## src/rtl/pcf8591_pkg.sv

```systemverilog
// Shared constants and types for the PCF8591 I2C target emulation.
// Control-byte bit positions mirror the real chip's control register layout.
package pcf8591_pkg;

   localparam logic [6:0] PCF_BASE_ADDR  = 7'h48;
   localparam logic [7:0] RESULT_RST_DEF = 8'h80;

   localparam int AOUT_EN  = 6;
   localparam int AUTO_INC = 2;
   localparam int CH_MSB   = 1;
   localparam int CH_LSB   = 0;

   localparam int             BIT_CNT_W = 4;
   localparam logic [3:0]     BYTE_BITS = 4'd8;

   typedef enum logic [2:0] {
      ST_IDLE,
      ST_ADDR,
      ST_ADDR_ACK,
      ST_WR_BYTE,
      ST_WR_ACK,
      ST_RD_BYTE,
      ST_RD_ACK,
      ST_IGNORE
   } state_e;

   // Pick one 8-bit channel sample out of the packed ain bus.
   function automatic logic [7:0] ch_select(input logic [31:0] samples, input logic [1:0] ch);
      return samples[{ch, 3'b000} +: 8];
   endfunction

endpackage

```

## src/rtl/pcf8591_i2c_slave_sync.sv

```systemverilog
// Two-flop synchronizer for SCL/SDA plus registered SCL edge and START/STOP pulses.
// All pulses appear three sys_clk after the pin change and last one cycle.
module i2c_line_sync (
   input  logic sys_clk,
   input  logic rst_n,
   input  logic scl_i,
   input  logic sda_i,
   output logic sda_o,
   output logic scl_rise_o,
   output logic scl_fall_o,
   output logic start_o,
   output logic stop_o
);

   logic [1:0] scl_sync_q;
   logic [1:0] sda_sync_q;
   logic       scl_prev_q;
   logic       sda_prev_q;
   logic       scl_rise_q;
   logic       scl_fall_q;
   logic       start_q;
   logic       stop_q;

   always_ff @(posedge sys_clk or negedge rst_n) begin
      if (!rst_n) begin
         // Lines reset to the idle-bus level so reset release never looks like an edge.
         scl_sync_q <= 2'b11;
         sda_sync_q <= 2'b11;
         scl_prev_q <= 1'b1;
         sda_prev_q <= 1'b1;
         scl_rise_q <= 1'b0;
         scl_fall_q <= 1'b0;
         start_q    <= 1'b0;
         stop_q     <= 1'b0;
      end else begin
         scl_sync_q <= {scl_sync_q[0], scl_i};
         sda_sync_q <= {sda_sync_q[0], sda_i};
         scl_prev_q <= scl_sync_q[1];
         sda_prev_q <= sda_sync_q[1];
         scl_rise_q <= scl_sync_q[1] & ~scl_prev_q;
         scl_fall_q <= ~scl_sync_q[1] & scl_prev_q;
         start_q    <= ~sda_sync_q[1] & sda_prev_q & scl_sync_q[1] & scl_prev_q;
         stop_q     <= sda_sync_q[1] & ~sda_prev_q & scl_sync_q[1] & scl_prev_q;
      end
   end

   assign sda_o      = sda_prev_q;
   assign scl_rise_o = scl_rise_q;
   assign scl_fall_o = scl_fall_q;
   assign start_o    = start_q;
   assign stop_o     = stop_q;

endmodule

```

## src/rtl/pcf8591_i2c_slave.sv

```systemverilog
// I2C target emulating a PCF8591: control byte and DAC data on writes,
// channel conversion results on reads, exposed as parallel ports.
module pcf8591_i2c_slave
   import pcf8591_pkg::*;
#(
   parameter logic [6:0] DEV_ADDR   = PCF_BASE_ADDR,
   parameter logic [7:0] RESULT_RST = RESULT_RST_DEF
) (
   input  logic        sys_clk,
   input  logic        rst_n,
   input  logic        scl_i,
   input  logic        sda_i,
   output logic        sda_oe,
   input  logic [31:0] ain,
   output logic [7:0]  ctrl_byte,
   output logic [7:0]  dac_data,
   output logic        dac_en,
   output logic        wr_strobe,
   output logic        rd_strobe
);

   logic sda_lvl;
   logic scl_rise;
   logic scl_fall;
   logic start_det;
   logic stop_det;

   i2c_line_sync u_sync (
      .sys_clk    (sys_clk),
      .rst_n      (rst_n),
      .scl_i      (scl_i),
      .sda_i      (sda_i),
      .sda_o      (sda_lvl),
      .scl_rise_o (scl_rise),
      .scl_fall_o (scl_fall),
      .start_o    (start_det),
      .stop_o     (stop_det)
   );

   state_e                 state_q;
   logic [BIT_CNT_W-1:0]   bit_cnt_q;
   logic [7:0]             shift_q;
   logic                   rw_q;
   logic                   first_q;
   logic                   mst_ack_q;
   logic [1:0]             ptr_q;
   logic [7:0]             result_q;
   logic [7:0]             ctrl_q;
   logic [7:0]             dac_q;
   logic                   sda_oe_q;
   logic                   wr_strobe_q;
   logic                   rd_strobe_q;

   logic [7:0]             ain_sel_d;
   logic [1:0]             ptr_d;
   logic                   addr_hit_d;
   logic                   tx_bit_d;
   logic [BIT_CNT_W-1:0]   bit_cnt_d;

   always_comb begin
      ain_sel_d  = ch_select(ain, ptr_q);
      ptr_d      = ctrl_q[AUTO_INC] ? ptr_q + 2'd1 : ptr_q;
      addr_hit_d = (shift_q[7:1] == DEV_ADDR);
      // Bits 6..0 are driven after rises 1..7; bit 7 is driven on entry to RD_BYTE.
      tx_bit_d   = result_q[3'd7 - bit_cnt_q[2:0]];
      bit_cnt_d  = (bit_cnt_q == BYTE_BITS) ? bit_cnt_q : bit_cnt_q + 4'd1;
   end

   always_ff @(posedge sys_clk or negedge rst_n) begin
      if (!rst_n) begin
         state_q     <= ST_IDLE;
         bit_cnt_q   <= '0;
         shift_q     <= '0;
         rw_q        <= 1'b0;
         first_q     <= 1'b0;
         mst_ack_q   <= 1'b0;
         ptr_q       <= 2'd0;
         result_q    <= RESULT_RST;
         ctrl_q      <= '0;
         dac_q       <= '0;
         sda_oe_q    <= 1'b0;
         wr_strobe_q <= 1'b0;
         rd_strobe_q <= 1'b0;
      end else begin
         wr_strobe_q <= 1'b0;
         rd_strobe_q <= 1'b0;
         if (start_det) begin
            state_q   <= ST_ADDR;
            bit_cnt_q <= '0;
            sda_oe_q  <= 1'b0;
         end else if (stop_det) begin
            state_q   <= ST_IDLE;
            bit_cnt_q <= '0;
            sda_oe_q  <= 1'b0;
         end else begin
            case (state_q)
               ST_ADDR: begin
                  if (scl_rise) begin
                     shift_q   <= {shift_q[6:0], sda_lvl};
                     bit_cnt_q <= bit_cnt_d;
                  end else if (scl_fall && bit_cnt_q == BYTE_BITS) begin
                     if (addr_hit_d) begin
                        state_q  <= ST_ADDR_ACK;
                        sda_oe_q <= 1'b1;
                        rw_q     <= shift_q[0];
                     end else begin
                        state_q  <= ST_IGNORE;
                     end
                  end
               end
               ST_ADDR_ACK: begin
                  if (scl_fall) begin
                     bit_cnt_q <= '0;
                     if (rw_q) begin
                        state_q  <= ST_RD_BYTE;
                        sda_oe_q <= ~result_q[7];
                     end else begin
                        state_q  <= ST_WR_BYTE;
                        sda_oe_q <= 1'b0;
                        first_q  <= 1'b1;
                     end
                  end
               end
               ST_WR_BYTE: begin
                  if (scl_rise) begin
                     shift_q   <= {shift_q[6:0], sda_lvl};
                     bit_cnt_q <= bit_cnt_d;
                  end else if (scl_fall && bit_cnt_q == BYTE_BITS) begin
                     state_q  <= ST_WR_ACK;
                     sda_oe_q <= 1'b1;
                     if (first_q) begin
                        ctrl_q  <= shift_q;
                        ptr_q   <= shift_q[CH_MSB:CH_LSB];
                        first_q <= 1'b0;
                     end else begin
                        dac_q       <= shift_q;
                        wr_strobe_q <= 1'b1;
                     end
                  end
               end
               ST_WR_ACK: begin
                  if (scl_fall) begin
                     state_q   <= ST_WR_BYTE;
                     bit_cnt_q <= '0;
                     sda_oe_q  <= 1'b0;
                  end
               end
               ST_RD_BYTE: begin
                  if (scl_rise) begin
                     bit_cnt_q <= bit_cnt_d;
                  end else if (scl_fall) begin
                     if (bit_cnt_q == BYTE_BITS) begin
                        // Byte done: release for the master's ACK and take the next conversion.
                        state_q     <= ST_RD_ACK;
                        sda_oe_q    <= 1'b0;
                        result_q    <= ain_sel_d;
                        ptr_q       <= ptr_d;
                        rd_strobe_q <= 1'b1;
                     end else begin
                        sda_oe_q <= ~tx_bit_d;
                     end
                  end
               end
               ST_RD_ACK: begin
                  if (scl_rise) begin
                     mst_ack_q <= ~sda_lvl;
                  end else if (scl_fall) begin
                     bit_cnt_q <= '0;
                     if (mst_ack_q) begin
                        state_q  <= ST_RD_BYTE;
                        sda_oe_q <= ~result_q[7];
                     end else begin
                        state_q  <= ST_IGNORE;
                        sda_oe_q <= 1'b0;
                     end
                  end
               end
               default: begin
                  sda_oe_q <= 1'b0;
               end
            endcase
         end
      end
   end

   assign sda_oe    = sda_oe_q;
   assign ctrl_byte = ctrl_q;
   assign dac_data  = dac_q;
   assign dac_en    = ctrl_q[AOUT_EN];
   assign wr_strobe = wr_strobe_q;
   assign rd_strobe = rd_strobe_q;

endmodule
```

## config.mk

```make
export PLATFORM = sky130hd
export DESIGN_NAME = pcf8591_i2c_slave
export DESIGN_NICKNAME = d
export VERILOG_FILES = /design/src/rtl/pcf8591_pkg.sv /design/src/rtl/pcf8591_i2c_slave_sync.sv /design/src/rtl/pcf8591_i2c_slave.sv
export SDC_FILE = /design/constraint.sdc
export NUM_CORES = 1
export LEC_CHECK = 0
export CORE_MARGIN = 5
export CORE_UTILIZATION = 30
export CTS_CLUSTER_DIAMETER = 30
export DETAILED_ROUTE_END_ITERATION = 10
export SLEW_MARGIN = 20
export SYNTH_ARGS = -nofsm -noshare
export SYNTH_HDL_FRONTEND = slang
export SYNTH_SLANG_ARGS = --single-unit
```

## constraint.sdc

```tcl
create_clock -name sys_clk -period 2.1 [get_ports sys_clk]
set_input_delay 0.525 -clock sys_clk [delete_from_list [all_inputs] [get_ports sys_clk]]
set_output_delay 0.525 -clock sys_clk [all_outputs]
set_load 0.005 [all_outputs]
```

==> impl_metrics.ini <==
[sta]
hold_ws_ns = 0.171
slew_violations = 0
clock_skew_ns = 0.00735
fmax_mhz = 509
final.period_utilization = 0.936
worstMarginPinSlew_ns = 0.604
max_slew_margin = 0.592
finalSetupViolations = 0
fin_crit_ns = 1.97
setup_tns_ns = 0
hold_viol_final = 0
setup_ws_ns = 0.134
rsz0062_at_grt = false

[clocking]
cts_buffers = 9
clockBufferDepth = 2
cts_sinks = 57
tritoncts = done
clk_latency_ns = 0.33
cts_root_buf = clkbuf_8
htreeDepth = 3
clkSlewWorstSetupHoldPaths_ns = 0.07
hold_buffers = 0

[place]
placedInstanceArea_um2 = 3530
place_hpwl_um = 4740
place_congestion = 0.833
io_buffers = 55
place_ws_ns = 0.0880

[layout]
multiInputGateArea_um2 = 1290
fin_nets = 331
drive_gt1_frac = 0.299
final-seq-area_um2 = 1440
antenna_cells = 0
final_area_um2 = 3770
syn2layout_area_growth_pct = 33.8
fill_cells = 880

[global_route]
track_usage = 0.116
grt_max_degree = 30
grt-ovfl-total = 0
grt_pass1_wl_um = 10300
antenna_found_initial = 0
grt_pass1_vias = 2065

[synth]
yosys_warnings = 0
synth.top_cell.area_share = 0.444
syn_avg_cell_area_um2 = 12.4
synth-simple-area-share = 0.119
yosysMostFrequentCell = dfrtp_1
synth_mux_area_frac = 0.236
synth.cell_area_um2 = 2820
synth-edff-count = 0
synth_area_leaders = dfrtp_1, mux2_2, mux4_2
synth_xor_area_frac = 0
ys_ff_latch = 57
synth_top_family_by_area = multiplexers
syn_nets = 265
synth_fa_ha_area_frac = 0.00888
synth.largest_area_cell = dfrtp_1
synth_top_flop_cell = dfrtp_1
synth_cell_types = 49
synth_cells = 227
yosys-top-cells-count = dfrtp_1, mux2_2, nand2_1
async_reset_ff_frac = 1.00
synth_compound_area_frac = 0.0915
yosysSeqAreaShare = 0.509

[floorplanning]
core_area_um2 = 9200
io_pins = 56
die-area_um2 = 11400
start_util = 0.306
rows = 35
die_h_um = 107
die_w_um = 107

[hold_path]
hp-class = in2async

[detailed_routing]
drtIter0Drc = 88
drc = 0
routedWlPerCell_um = 15.3
viasPerCell = 4.99
antenna_left = 0
first_pass_iters = 4
totalWireLength_um = 6260
vias = 2039

[critical_path]
startpoint = bit_cnt_q[1]
endpoint = dac_data[2]
reg2reg_depth = 8
reg2reg_slack_ns = 0.13
reg2reg_to = dac_data[2]
path_max_fanout = 9
worstPathArrival_ns = 2.18
critPathLaunchType = register
criticalPathCategory = reg2reg
r2r_start = bit_cnt_q[1]
end_kind = register
cp_data_required_time_ns = 2.31

[power]
power_density_nw_per_um2 = 946
ir_worst_vdd_mv = 0.378
power_mw = 3.57
p_leak_nw = 1.63

[status]
outcome = finished clean

[run]
drv_cap = 0
==> how the worst min path moves through the flow <==
stage,from,endpoint,slack (ns),cells past startpoint
after floorplan,rst_n,bit_cnt_q[0],0.23,0
after global placement,u_sync.scl_sync_q[0],u_sync.scl_sync_q[1],0.35,0
after detailed placement,u_sync.sda_sync_q[0],u_sync.sda_sync_q[1],0.35,0
after CTS,rst_n,ctrl_byte[2],0.16,1
after global routing,rst_n,ctrl_byte[2],0.18,1
final,rst_n,ctrl_byte[2],0.17,1
==> where the power goes <==
group	switching [mW]	total, mW	internal [mW]
registers	0.231	1.49	1.26
clock network	0.414	1.03	0.620
logic	0.506	1.04	0.533
total	1.15	3.57	2.42
==> metal layers <==
layer  GRT usage  part of all wire  vias to the layer above
li1            -                 -                      966
met1       0.155              0.45                     1025
met2       0.176              0.50                       39
met3      0.0283             0.034                        9
met4      0.0548             0.017                        0
met5           0                 0                        -
==> area by class of cell <==
cell class	instances	area share
Clock inverter	1	0.00133
Timing Repair Buffer	68	0.177
Inverter	8	0.00796
Clock buffer	15	0.0547
Multi-Input combinational cell	149	0.341
Tap cell	111	0.0368
Sequential cell	57	0.381
==> cell families after synthesis <==
group,count (synthesis)
simple gates,60
flops,57
mux,48
compound gates,39
buf+inv,21
fa+ha+maj,2
==> stage by stage <==
| stage | util | instances |
|---|---|---|
| final | 0.410 | 409 |
| after global routing | 0.410 | 409 |
| after CTS | 0.407 | 408 |
| after detailed placement | 0.384 | 392 |
| after global placement | 0.384 | 392 |
| after floorplan | - | 227 |
==> cells in the final DEF (no fill, tap or decap), drive strengths merged, types with 3 or more instances in the layout <==
| cell | n |
|---|---|
| dfrtp | 50 |
| nor3 | 11 |
| clkdlybuf4s50 | 54 |
| nand2 | 17 |
| nor2b | 5 |
| a21oi | 8 |
| a31oi | 4 |
| mux2 | 33 |
| nor2 | 7 |
| dfstp | 7 |
| nand3 | 6 |
| mux2i | 6 |
| inv | 8 |
| clkbuf | 15 |
| o21ai | 10 |
| mux4 | 9 |
| or2 | 3 |
| buf | 14 |
| o31ai | 3 |
==> what timing repair did <==
action | in CTS | in global routing
endpoints found under the setup margin | 0 | 18
buffers inserted | 0 | 1
hold endpoints to repair | 0 | 0
resized for setup | 0 | 3
==> critical path: stages, from the launching register on <==
cell and delay (ns):
dfrtp_1 0.41, inv_2 0.08, ha_1 0.16, nand3b_1 0.12, nor3_2 0.17, nand2_2 0.09, or3_1 0.31, buf_4 0.20
mux2_4 0.31
==> state kept, by name, summed over array words and instances, names as in the netlist <==
| name | flops |
|---|---|
| u_sync.sda_o | 1 |
| first_q | 1 |
| state_q | 3 |
| u_sync.scl_rise_o | 1 |
| u_sync.scl_prev_q | 1 |
| u_sync.scl_fall_o | 1 |
| mst_ack_q | 1 |
| result_q | 8 |
| ctrl_byte | 8 |
| wr_strobe | 1 |
| rd_strobe | 1 |
| u_sync.scl_sync_q | 2 |
| u_sync.stop_o | 1 |
| u_sync.sda_sync_q | 2 |
| dac_data | 8 |
| u_sync.start_o | 1 |
| shift_q | 8 |
| ptr_q | 2 |
| rw_q | 1 |
| bit_cnt_q | 4 |
| sda_oe | 1 |
(Power assumes the default switching activity.)
